==> src/rtl/stage_sequencer.sv <==
// stage_sequencer: multi-cycle instruction stage FSM with memory handshakes, timeout traps,
// halt handling and cycle/retired-instruction counters.
module stage_sequencer #(
    parameter int CNT_W       = 64,
    parameter int MEM_TIMEOUT = 255
) (
    input  logic             clk,
    input  logic             rst_n,
    input  logic [6:0]       opcode,
    input  logic             imem_ready,
    input  logic             dmem_ready,
    input  logic             halt_req,
    output logic [2:0]       stage,
    output logic             fetch_req,
    output logic             mem_req,
    output logic             halted,
    output logic             trap,
    output logic [1:0]       trap_cause,
    output logic [CNT_W-1:0] cycle_cnt,
    output logic [CNT_W-1:0] instret_cnt
);
    localparam int WAIT_W = (MEM_TIMEOUT < 2) ? 1 : $clog2(MEM_TIMEOUT + 1);
    localparam logic [WAIT_W-1:0] WAIT_LIMIT = WAIT_W'(MEM_TIMEOUT);

    localparam logic [6:0] OPC_OP     = 7'b0110011;
    localparam logic [6:0] OPC_OP_IMM = 7'b0010011;
    localparam logic [6:0] OPC_LUI    = 7'b0110111;
    localparam logic [6:0] OPC_AUIPC  = 7'b0010111;
    localparam logic [6:0] OPC_JAL    = 7'b1101111;
    localparam logic [6:0] OPC_JALR   = 7'b1100111;
    localparam logic [6:0] OPC_BRANCH = 7'b1100011;
    localparam logic [6:0] OPC_LOAD   = 7'b0000011;
    localparam logic [6:0] OPC_STORE  = 7'b0100011;

    typedef enum logic [2:0] {
        S_FETCH   = 3'd0,
        S_DECODE  = 3'd1,
        S_EXECUTE = 3'd2,
        S_MEMORY  = 3'd3,
        S_REG_UPD = 3'd4,
        S_PC_UPD  = 3'd5,
        S_HALT    = 3'd6,
        S_TRAP    = 3'd7
    } stage_e;

    stage_e              stage_q, stage_d;
    logic [WAIT_W-1:0]   wait_q, wait_d;
    logic [1:0]          cause_q, cause_d;
    logic                boot_q;
    logic [CNT_W-1:0]    cycle_q, cycle_d;
    logic [CNT_W-1:0]    instret_q, instret_d;
    logic                is_mem, is_legal, halt_at_boot;

    assign is_mem   = (opcode == OPC_LOAD) || (opcode == OPC_STORE);
    assign is_legal = is_mem || (opcode == OPC_OP) || (opcode == OPC_OP_IMM) || (opcode == OPC_LUI) ||
                      (opcode == OPC_AUIPC) || (opcode == OPC_JAL) || (opcode == OPC_JALR) ||
                      (opcode == OPC_BRANCH);
    // The first cycle after reset stands in for the entry into FETCH, so halt_req is honoured there too.
    assign halt_at_boot = boot_q && halt_req;

    always_comb begin
        stage_d = stage_q;
        wait_d  = wait_q;
        cause_d = cause_q;
        case (stage_q)
            S_FETCH: begin
                if (halt_at_boot) stage_d = S_HALT;
                else if (imem_ready) stage_d = S_DECODE;
                else if (wait_q == WAIT_LIMIT) begin
                    stage_d = S_TRAP;
                    cause_d = 2'd2;
                end else wait_d = wait_q + 1'b1;
            end
            S_DECODE: begin
                stage_d = is_legal ? S_EXECUTE : S_TRAP;
                cause_d = is_legal ? cause_q : 2'd1;
            end
            S_EXECUTE: begin
                stage_d = is_mem ? S_MEMORY : S_REG_UPD;
                wait_d  = '0;
            end
            S_MEMORY: begin
                if (dmem_ready) stage_d = S_REG_UPD;
                else if (wait_q == WAIT_LIMIT) begin
                    stage_d = S_TRAP;
                    cause_d = 2'd3;
                end else wait_d = wait_q + 1'b1;
            end
            S_REG_UPD: stage_d = S_PC_UPD;
            S_PC_UPD: begin
                stage_d = halt_req ? S_HALT : S_FETCH;
                wait_d  = '0;
            end
            S_HALT: begin
                stage_d = halt_req ? S_HALT : S_FETCH;
                wait_d  = '0;
            end
            S_TRAP: stage_d = S_TRAP;
        endcase
    end

    assign halted    = (stage_q == S_HALT) || (stage_q == S_TRAP);
    assign cycle_d   = halted ? cycle_q : cycle_q + 1'b1;
    assign instret_d = (stage_q == S_PC_UPD) ? instret_q + 1'b1 : instret_q;

    always_ff @(posedge clk) begin
        if (!rst_n) begin
            stage_q   <= S_FETCH;
            wait_q    <= '0;
            cause_q   <= 2'd0;
            boot_q    <= 1'b1;
            cycle_q   <= '0;
            instret_q <= '0;
        end else begin
            stage_q   <= stage_d;
            wait_q    <= wait_d;
            cause_q   <= cause_d;
            boot_q    <= 1'b0;
            cycle_q   <= cycle_d;
            instret_q <= instret_d;
        end
    end

    assign stage       = stage_q;
    assign fetch_req   = (stage_q == S_FETCH) && !halt_at_boot;
    assign mem_req     = (stage_q == S_MEMORY);
    assign trap        = (stage_q == S_TRAP);
    assign trap_cause  = cause_q;
    assign cycle_cnt   = cycle_q;
    assign instret_cnt = instret_q;
endmodule

==> config.mk <==
export PLATFORM = sky130hd
export DESIGN_NAME = stage_sequencer
export DESIGN_NICKNAME = d
export VERILOG_FILES = /design/src/rtl/stage_sequencer.sv
export SDC_FILE = /design/constraint.sdc
export NUM_CORES = 1
export LEC_CHECK = 0
export CAP_MARGIN = 0
export CORE_MARGIN = 2
export CORE_UTILIZATION = 50
export CTS_BUF_LIST = sky130_fd_sc_hd__clkbuf_4 sky130_fd_sc_hd__clkbuf_8
export CTS_CLUSTER_SIZE = 14
export DETAILED_ROUTE_END_ITERATION = 8
export GPL_TIMING_DRIVEN = 0
export HOLD_SLACK_MARGIN = 0.02
export PLACE_DENSITY = 0.79
export SLEW_MARGIN = 15
export SYNTH_ARGS = -nofsm -noshare
export SYNTH_HDL_FRONTEND = slang
export SYNTH_SLANG_ARGS = --single-unit
==> constraint.sdc <==
create_clock -name clk -period 3.4 [get_ports clk]
set_clock_uncertainty 0.1 [all_clocks]
set_input_delay 0.34 -clock clk [delete_from_list [all_inputs] [get_ports clk]]
set_output_delay 0.34 -clock clk [all_outputs]
set_load 0.005 [all_outputs]
==> qor.yml, run 1 <==
status: "finished, final reports clean"
fin_cells: 1185
antenna_found_initial: 0
grt_first_pass_wirelength_um: 29130
pre_cts_slack_ns: 0.5946
cp_cell_sequence: "buf_2, nand3b_1, nor4_2, nand4_1, clkbuf_1, or3_1, a21oi_1"
seq_area_mm2: 0.002843
rsz0062_at_grt: "no"
ant_nets: 0
grt_max_degree: 17
synth_cell_types: 47
antenna_cells: 0
r2r-end: "instret_cnt[35]$_SDFFE_PN0P_"
die_x_um: 121.9
wl_met2_um: 8508
track_usage_pct: 24.22
clkLatencyLatePin_ns: 0.45
critPathLaunch: "stage[1]$_SDFF_PN0_"
mostFrequentLayoutCells: "148 x clkdlybuf4s50_1, 142 x dfxtp_1, 81 x nor2_1"
synth_area_mm2: 0.006944
critPathSlowestCell: "nor4_2"
synth_edf_count: 0
synth.avg_cell_area_um2: 8.417
critPathKind: "reg -> reg"
io_pins: 149
firstDrtPassIters: 4
die-area_mm2: 0.01485
peakVddDrop_mv: 0.4112
netlist_instances: 825
ys.flop_type: "dfxtp_1"
place.gp.congestion: 0.8343
power_leakage_nw: 3.222
ctsLongestPathBuffers: 2
fin_ws_ns: 0.5462
grt_pass1_vias: 5969
multi_input_area_mm2: 0.003909
finalHoldViolations: 0
post_cts_buffers: 0
hold_class: "reg -> reg"
async_reset_ff_share_pct: 0
fin_crit_ns: 2.854
path_max_fanout: 10
worstPathArrival_ns: 3.12
post_cts_resized: 0
critPathLaunchType: "flip-flop"
rows: 43
io_buffers: 148
syn_nets: 840
cts.clk_slew.worst_paths_ns: 0.08
setup_violations: 0
rr_worst_depth: 7
grt.overflow.total: 0
powerDensity_mw_per_mm2: 402.2
met3_length_um: 781
reg2reg_from: "stage[1]$_SDFF_PN0_"
cp.required_ns: 3.66
yosysWarnings: 0
nNetsFinal: 1007
max_freq_ghz: 0.3504
drt-total-wl_um: 18060
ys_ff_latch: 142
p_total_w: 0.003632
final_common_cell: "clkdlybuf4s50_1"
cts_sinks: 142
routedWlPerCell_um: 15.24
vias: 6781
worstMarginPinSlew_ns: 0.7013
hpwlAfterDp_um: 12970
post-route-period-util_pct: 83.94
top_layer_used: "met4"
drtIter0Drc: 441
crit_end: "instret_cnt[35]$_SDFFE_PN0P_"
initial_core_util_pct: 50.62
core_mm2: 0.01372
max_slew_margin_pct: 52.89
place_inst: 1153
fin_setup_tns_ns: 0
drc: 0
cts_tree: "yes"
areaGrowthSynthToFinish_pct: 30.04
die_h_um: 121.9
slowest_delay_ns: 0.68
numCtsBuffers: 17
met1_length_um: 8542
cp-end-kind: "flip-flop"
n_fill_cell: 1181
drv_cap: 0
layout-drive-gt1-share_pct: 5.075
slew_viol_final: 0
postCtsHoldBufs: 0
seq_area_frac_synth_pct: 40.94
reg2reg_setup_slack_ns: 0.55
htreeDepth: 4
via_per_inst: 5.722
cts-root-buf: "clkbuf_8"
[through the flow]
stage                     hold slack, ns  instance area (um^2)  utilization, %
after global placement            0.3536                  8651           63.06
after detailed placement          0.3702                  8651           63.06
final                             0.3826                  9030           65.82
after CTS                         0.3868                  9030           65.82
after floorplan                   0.3606                  6944               -
after global routing              0.4109                  9030           65.82
[worst min path at each step]
| stage | start | endpoint | cells after the start |
|---|---|---|---|
| finish | cycle_cnt[63]$_SDFFE_PN0N_ | cycle_cnt[63]$_SDFFE_PN0N_ | 2 |
| global placement | instret_cnt[63]$_SDFFE_PN0P_ | instret_cnt[63]$_SDFFE_PN0P_ | 2 |
| floorplan | trap_cause[1]$_SDFFE_PN0P_ | trap_cause[1]$_SDFFE_PN0P_ | 2 |
| CTS | instret_cnt[63]$_SDFFE_PN0P_ | instret_cnt[63]$_SDFFE_PN0P_ | 2 |
| detailed placement | trap_cause[1]$_SDFFE_PN0P_ | trap_cause[1]$_SDFFE_PN0P_ | 2 |
| global route | cycle_cnt[53]$_SDFFE_PN0N_ | cycle_cnt[53]$_SDFFE_PN0N_ | 2 |
[critical path: cells and delay by family (launching register included)]
| family | cells | cell delay [ns] |
|---|---|---|
| and+or+nand+nor | 4 | 1.72 |
| buffers and inverters | 2 | 0.46 |
| DFF | 1 | 0.31 |
| AOI/OAI and AO/OA | 1 | 0.17 |
[state kept, by name, indices dropped and copies added (netlist names)]
name and cells:
trap_cause 2, wait_q 8, cycle_cnt 64, stage 3, boot_q 1, instret_cnt 64
[metal layers]
layer / up-vias / global-route usage, %
li1: 3328 / -
met1: 3264 / 33.06
met2: 167 / 39.00
met3: 22 / 4.775
met4: 0 / 6.897
met5: - / 0
[report_power, final]
group | switching (W) | internal, W
combinational | 0.000329 | 0.000254
clock | 0.000611 | 0.000681
sequential | 0.0000475 | 0.00171
total | 0.000988 | 0.00264
[area by class of cell]
cell class / count / area share (%)
sequential: 142 / 31.48
multi-input combinational: 633 / 43.29
buffer: 36 / 1.552
inverter: 14 / 0.5820
clock buffer: 25 / 3.533
timing repair buffer: 148 / 16.41
tap: 180 / 2.494
clock inverter: 7 / 0.6651
[logic make-up (layout without fill, tap and decap cells)]
group / count (synthesis) / count (layout) / share of synthesized area (%)
simple gates: 421 / 421 / 33.32
compound gates: 114 / 114 / 9.910
fa+ha+maj: 3 / 3 / 0.5406
mux: 30 / 30 / 4.324
flops: 142 / 142 / 40.94
xor+xnor: 65 / 65 / 8.198
buf+inv: 50 / 230 / 2.775
[cells in the mapped netlist (all sizes together), types with 14 or more instances]
cell | count | area share (%)
or3 | 21 | 1.9
nand3 | 45 | 3.2
and3 | 35 | 3.2
mux2i | 30 | 4.3
nand4 | 50 | 4.6
dfxtp | 142 | 41
or4 | 22 | 2.5
a21oi | 45 | 3.2
xnor2 | 32 | 4.0
xor2 | 33 | 4.2
o21ai | 25 | 1.8
inv | 14 | 0.76
o31ai | 20 | 2.2
nand2b | 32 | 2.9
nor2 | 81 | 4.4
clkbuf | 28 | 1.5
nor4 | 16 | 2.1
and4 | 16 | 2.0
nand2 | 77 | 4.2
Power figures use the tool's default switching activity.
==> run 2: changes to the inputs <==
Settings changed: CORE_UTILIZATION 50 to 48.
Clock period 3.4 ns to 2.5 ns, I/O delays scaled along.
==> run 2 against run 1 <==
Effect of this change: sequential power is 37% higher; critical path type unchanged; register-to-register slack worse by 0.46 ns; via count is 1.5% higher; die area is 4.0% higher; non-clock buffer count is 23 higher; setup slack worse by 0.46 ns; combinational power is 41% higher; routed wire length is 4.0% higher; final area is 5.2% higher.
==> qor.yml, run 2 (synthesized netlist as in run 1, its figures left out) <==
max_slew_margin_pct: 53.75  # +0.87 points
drv_cap: 0  # unchanged
critPathKind: "reg -> reg"
pre_cts_slack_ns: -0.2554  # -0.8500 ns
n_fill_cell: 1177  # -0.34%
hpwlAfterDp_um: 13180  # +1.6%
fin_ws_ns: 0.08290  # -0.4633 ns
ctsLongestPathBuffers: 2  # unchanged
antenna_found_initial: 0  # unchanged
slowest_delay_ns: 0.54  # -0.14 ns
nNetsFinal: 1030  # +2.3%
grt_max_degree: 17  # unchanged
max_freq_ghz: 0.4137  # +18%
fin_setup_tns_ns: 0  # unchanged
place.gp.congestion: 0.8458  # +1.4%
rows: 43  # unchanged
fin_cells: 1207  # +1.9%
cp.buffers_inverters: 1  # -1
areaGrowthSynthToFinish_pct: 36.83
holdWs_ns: 0.3886  # +0.006023 ns
vias: 6880  # +1.5%
power_leakage_nw: 3.516  # +9.1%
drc: 0  # unchanged
drt-total-wl_um: 18790  # +4.0%
numCtsBuffers: 17  # unchanged
via_per_inst: 5.700  # -0.39%
grt.overflow.total: 0  # unchanged
peakVddDrop_mv: 0.5464  # +33%
slew_viol_final: 0  # unchanged
antenna_cells: 0  # unchanged
post-route-period-util_pct: 96.68  # +13 points
rsz0062_at_grt: "no"
die_h_um: 124.3  # +2.0%
fin_util_pct: 67.92  # +2.1 points
firstDrtPassIters: 5  # +1
ant_nets: 0  # unchanged
cpMostUsedCell: "or4_4"
powerDensity_mw_per_mm2: 583.2  # +45%
io_buffers: 148  # unchanged
hold_class: "reg -> reg"
htreeDepth: 4  # unchanged
worstMarginPinSlew_ns: 0.6884  # -0.01294 ns
path_delay_family: "simple AND/OR/NAND/NOR gates"
cts_tree: "yes"
die_x_um: 124.3  # +2.0%
place_inst: 1153  # unchanged
grt_first_pass_wirelength_um: 30570  # +5.0%
mostFrequentLayoutCells: "148 x clkdlybuf4s50_1, 125 x dfxtp_1, 81 x nor2_1"
cts-root-buf: "clkbuf_8"
die-area_mm2: 0.01545  # +4.0%
grt_pass1_vias: 6229  # +4.4%
cts.clk_slew.worst_paths_ns: 0.08  # about the same
track_usage_pct: 23.53  # -0.69 points
cp.required_ns: 2.77  # -0.89 ns
cp-end-kind: "flip-flop"
path_max_fanout: 5  # -5
worstPathArrival_ns: 2.69  # -0.43 ns
routedWlPerCell_um: 15.57  # +2.1%
critPathLaunchType: "flip-flop"
core_mm2: 0.01399  # +2.0%
initial_core_util_pct: 49.64  # -0.97 points
status: "finished, final reports clean"
critPathSlowestCell: "or4_4"
io_pins: 149  # unchanged
fin_crit_ns: 2.417  # -0.4367 ns
setup_violations: 0  # unchanged
finalHoldViolations: 0  # unchanged
clkLatencyLatePin_ns: 0.44  # about the same
drtIter0Drc: 543  # +23%
cp_cell_sequence: "nand4_1, buf_6, or4_4, or4_4, or4_4, a21oi_2"
cts_sinks: 142  # unchanged
layout-drive-gt1-share_pct: 10.42  # +5.3 points
final_common_cell: "clkdlybuf4s50_1"
[run 2: report_power, final]
group	total [W]	switching [W]	internal, W
logic	0.000821	0.000441	0.000379
clock network	0.00230	0.000876	0.00142
registers	0.00242	0.0000992	0.00232
[run 2: worst paths after layout]
check                                     from                           end  slack (ns)  cells past startpoint
setup / recovery   instret_cnt[3]$_SDFFE_PN0P_  instret_cnt[54]$_SDFFE_PN0P_        0.08                      6
setup reg to reg   instret_cnt[3]$_SDFFE_PN0P_  instret_cnt[54]$_SDFFE_PN0P_        0.08                      6
hold reg to reg   instret_cnt[63]$_SDFFE_PN0P_  instret_cnt[63]$_SDFFE_PN0P_        0.39                      2
hold / removal    instret_cnt[63]$_SDFFE_PN0P_  instret_cnt[63]$_SDFFE_PN0P_        0.39                      2
[run 2: area by class of cell]
cell class                      count  area (um^2)  share of cell area (%)
Buffer                             34        141.4                   1.488
Clock buffer                       22        302.8                   3.187
Clock inverter                      9        202.7                   2.133
Inverter                           14        52.55                  0.5531
Multi-Input combinational cell    633         4025                   42.36
Sequential cell                   142         2879                   30.30
Tap cell                          180        225.2                   2.370
Timing Repair Buffer              173         1673                   17.61
[run 2: what timing repair did]
item,in CTS,in global routing
resized for setup,15,42
setup buffers,9,16
hold buffers,0,0
pin swaps,8,10
endpoints found under the setup margin,54,46
[run 2: tightest hold or removal path: cells and delay by family, from the launching register on]
| family | cells | cell delay (ns) |
|---|---|---|
| flops | 1 | 0.33 |
| simple gates | 1 | 0.06 |
| mux | 1 | 0.06 |
[run 2: layer usage]
| metal | share of wire, % | up-vias | track usage (%) |
|---|---|---|---|
| met5 | 0 | - | 0 |
| met1 | 45 | 3305 | 30.96 |
| met4 | 1.3 | 0 | 6.543 |
| met2 | 48 | 181 | 38.64 |
| li1 | - | 3374 | - |
| met3 | 5.6 | 20 | 5.627 |
[run 2: stage by stage]
step | instance area [um^2] | power (W)
floorplan | 6944 | 0.002913
global placement | 8651 | 0.003205
detailed placement | 8651 | 0.003215
CTS | 9278 | 0.005513
global route | 9502 | 0.005756
finish | 9502 | 0.005542
==> run 3: changes to the inputs <==
Settings changed: CORE_UTILIZATION 48 to 46, CTS_BUF_LIST sky130_fd_sc_hd__clkbuf_4 sky130_fd_sc_hd__clkbuf_8 to default, PLACE_DENSITY 0.79 to 0.76.
==> run 3 against run 2 <==
Effect of this change: final area hardly changed; worst hold slack worse by 0.0085 ns; sequential power is essentially flat; count of clock-buffer cells in the layout fell by 1; largest cell class unchanged; largest power group is now clock.
==> qor.yml, run 3 (synthesized netlist as in run 1, its figures left out) <==
finish.instance_area_mm2: 0.009509  # about the same
post-route-period-util_pct: 97.48  # +0.80 points
swShare_pct: 25.11  # -0.45 points
rows: 44  # +2.3%
drt-total-wl_um: 18700  # -0.46%
io_pins: 149  # unchanged
grt_first_pass_wirelength_um: 29950  # -2.0%
cts-root-buf: "clkbuf_16"
critPathLaunchType: "flip-flop"
power_leakage_nw: 3.511  # -0.14%
clkLatencyLatePin_ns: 0.42  # -0.02 ns
numCtsBuffers: 17  # unchanged
hpwlAfterDp_um: 13000  # -1.4%
critPathKind: "reg -> reg"
reg2reg_setup_slack_ns: 0.06  # -0.02 ns
layout-drive-gt1-share_pct: 8.957  # -1.5 points
fin_cells: 1200  # -0.58%
max_slew_margin_pct: 53.42  # -0.33 points
grt.overflow.total: 0  # unchanged
antenna_found_initial: 0  # unchanged
final_common_cell: "clkdlybuf4s50_1"
fin_util_pct: 64.94  # -3.0 points
setup_violations: 0  # unchanged
nNetsFinal: 1018  # -1.2%
cts_tree: "yes"
die-area_mm2: 0.01609  # +4.2%
status: "finished, final reports clean"
peakVddDrop_mv: 0.5667  # +3.7%
place_area_mm2: 0.008656  # about the same
pwr-share-comb_pct: 13.6  # -1.2 points
p_switching_w: 0.001488  # +5.0%
drc: 0  # unchanged
powerDensity_mw_per_mm2: 623.1  # +6.8%
io_buffers: 148  # unchanged
place_inst: 1157  # +0.35%
cts_sinks: 142  # unchanged
routedWlPerCell_um: 15.59  # +0.12%
postCtsHoldBufs: 0  # unchanged
grt_pass1_vias: 6143  # -1.4%
track_usage_pct: 22.66  # -0.86 points
pre_cts_slack_ns: -0.2895  # -0.03413 ns
slew_viol_final: 0  # unchanged
fin_crit_ns: 2.437  # +0.01999 ns
ctsLongestPathBuffers: 2  # unchanged
place.gp.congestion: 0.8478  # +0.24%
firstDrtPassIters: 5  # unchanged
htreeDepth: 4  # unchanged
clock_power_share_pct: 45.6  # +4.1 points
die_h_um: 126.9  # +2.1%
max_freq_ghz: 0.4103  # -0.82%
worstMarginPinSlew_ns: 0.6933  # +0.004914 ns
via_per_inst: 5.680  # -0.35%
power.internal_w: 0.004437  # +7.6%
areaGrowthSynthToFinish_pct: 36.94  # about the same
vias: 6816  # -0.93%
cp-end-kind: "flip-flop"
mostFrequentLayoutCells: "147 x clkdlybuf4s50_1, 128 x dfxtp_1, 81 x nor2_1"
antenna_cells: 0  # unchanged
worstPathArrival_ns: 2.69  # about the same
finalHoldViolations: 0  # unchanged
grt_max_degree: 17  # unchanged
die_x_um: 126.9  # +2.1%
fin_ws_ns: 0.06291  # -0.01999 ns
hold_class: "reg -> reg"
drv_cap: 0  # unchanged
cts.clk_slew.worst_paths_ns: 0.06  # -0.02 ns
ant_nets: 0  # unchanged
initial_core_util_pct: 47.42  # -2.2 points
drtIter0Drc: 454  # -16%
power_frac_seq_pct: 40.8  # -2.9 points
cp.required_ns: 2.76  # about the same
path_max_fanout: 4  # -1
core_mm2: 0.01464  # +4.7%
-- run 3: cell type report --
class	instances	area [um^2]
Timing Repair Buffer	161	1582
Tap cell	184	230.2
Multi-Input combinational cell	633	4004
Fill cell	1248	5135
Inverter	14	52.55
Clock inverter	11	161.4
Buffer	34	141.4
Clock buffer	21	470.5
Sequential cell	142	2868
-- run 3: timing repair --
action | CTS | global route
endpoints found under the setup margin | 59 | 29
resized for setup | 20 | 25
pin swaps | 6 | 5
hold endpoints to repair | 0 | 0
cloned | 0 | 0
buffers inserted | 5 | 8
-- run 3: final timing paths --
kind                                              startpoint                           end  cells past startpoint
worst max-delay path             instret_cnt[0]$_SDFFE_PN0P_  instret_cnt[54]$_SDFFE_PN0P_                      6
worst min-delay path            instret_cnt[63]$_SDFFE_PN0P_  instret_cnt[63]$_SDFFE_PN0P_                      2
worst max register to register   instret_cnt[0]$_SDFFE_PN0P_  instret_cnt[54]$_SDFFE_PN0P_                      6
worst min register to register  instret_cnt[63]$_SDFFE_PN0P_  instret_cnt[63]$_SDFFE_PN0P_                      2
-- run 3: critical path, stage by stage (launching register included) --
cell and delay, ns:
dfxtp_4 0.36, ha_2 0.20, nand4b_4 0.15, or4_4 0.46
or4_4 0.47, or4_4 0.50, a21oi_2 0.13
-- run 3: metrics by stage --
stage / TNS (ns) / power (W) / hold slack [ns]
2_1_floorplan: 0 / 0.002913 / 0.3606
3_5_place_dp: -5.593 / 0.003215 / 0.3730
6_report: 0 / 0.005925 / 0.3801
4_1_cts: 0 / 0.005922 / 0.3818
3_3_place_gp: -4.615 / 0.003207 / 0.3625
5_1_grt: -0.01294 / 0.006157 / 0.4083
-- run 3: per-layer routing --
layer | vias up | track usage, % | part of all wire (%)
met3 | 22 | 5.356 | 4.8
met5 | - | 0 | 0
met4 | 0 | 7.563 | 1.5
met1 | 3256 | 30.04 | 47
li1 | 3350 | - | -
met2 | 188 | 36.46 | 47
-- run 3: power by group through the flow --
stage | Combinational, W | Sequential [W] | Clock, W
CTS | 0.000800 | 0.00239 | 0.00273
finish | 0.000806 | 0.00242 | 0.00270
global placement | 0.000770 | 0.00244 | 0
global route | 0.000885 | 0.00243 | 0.00284
detailed placement | 0.000777 | 0.00244 | 0
floorplan | 0.000485 | 0.00243 | 0
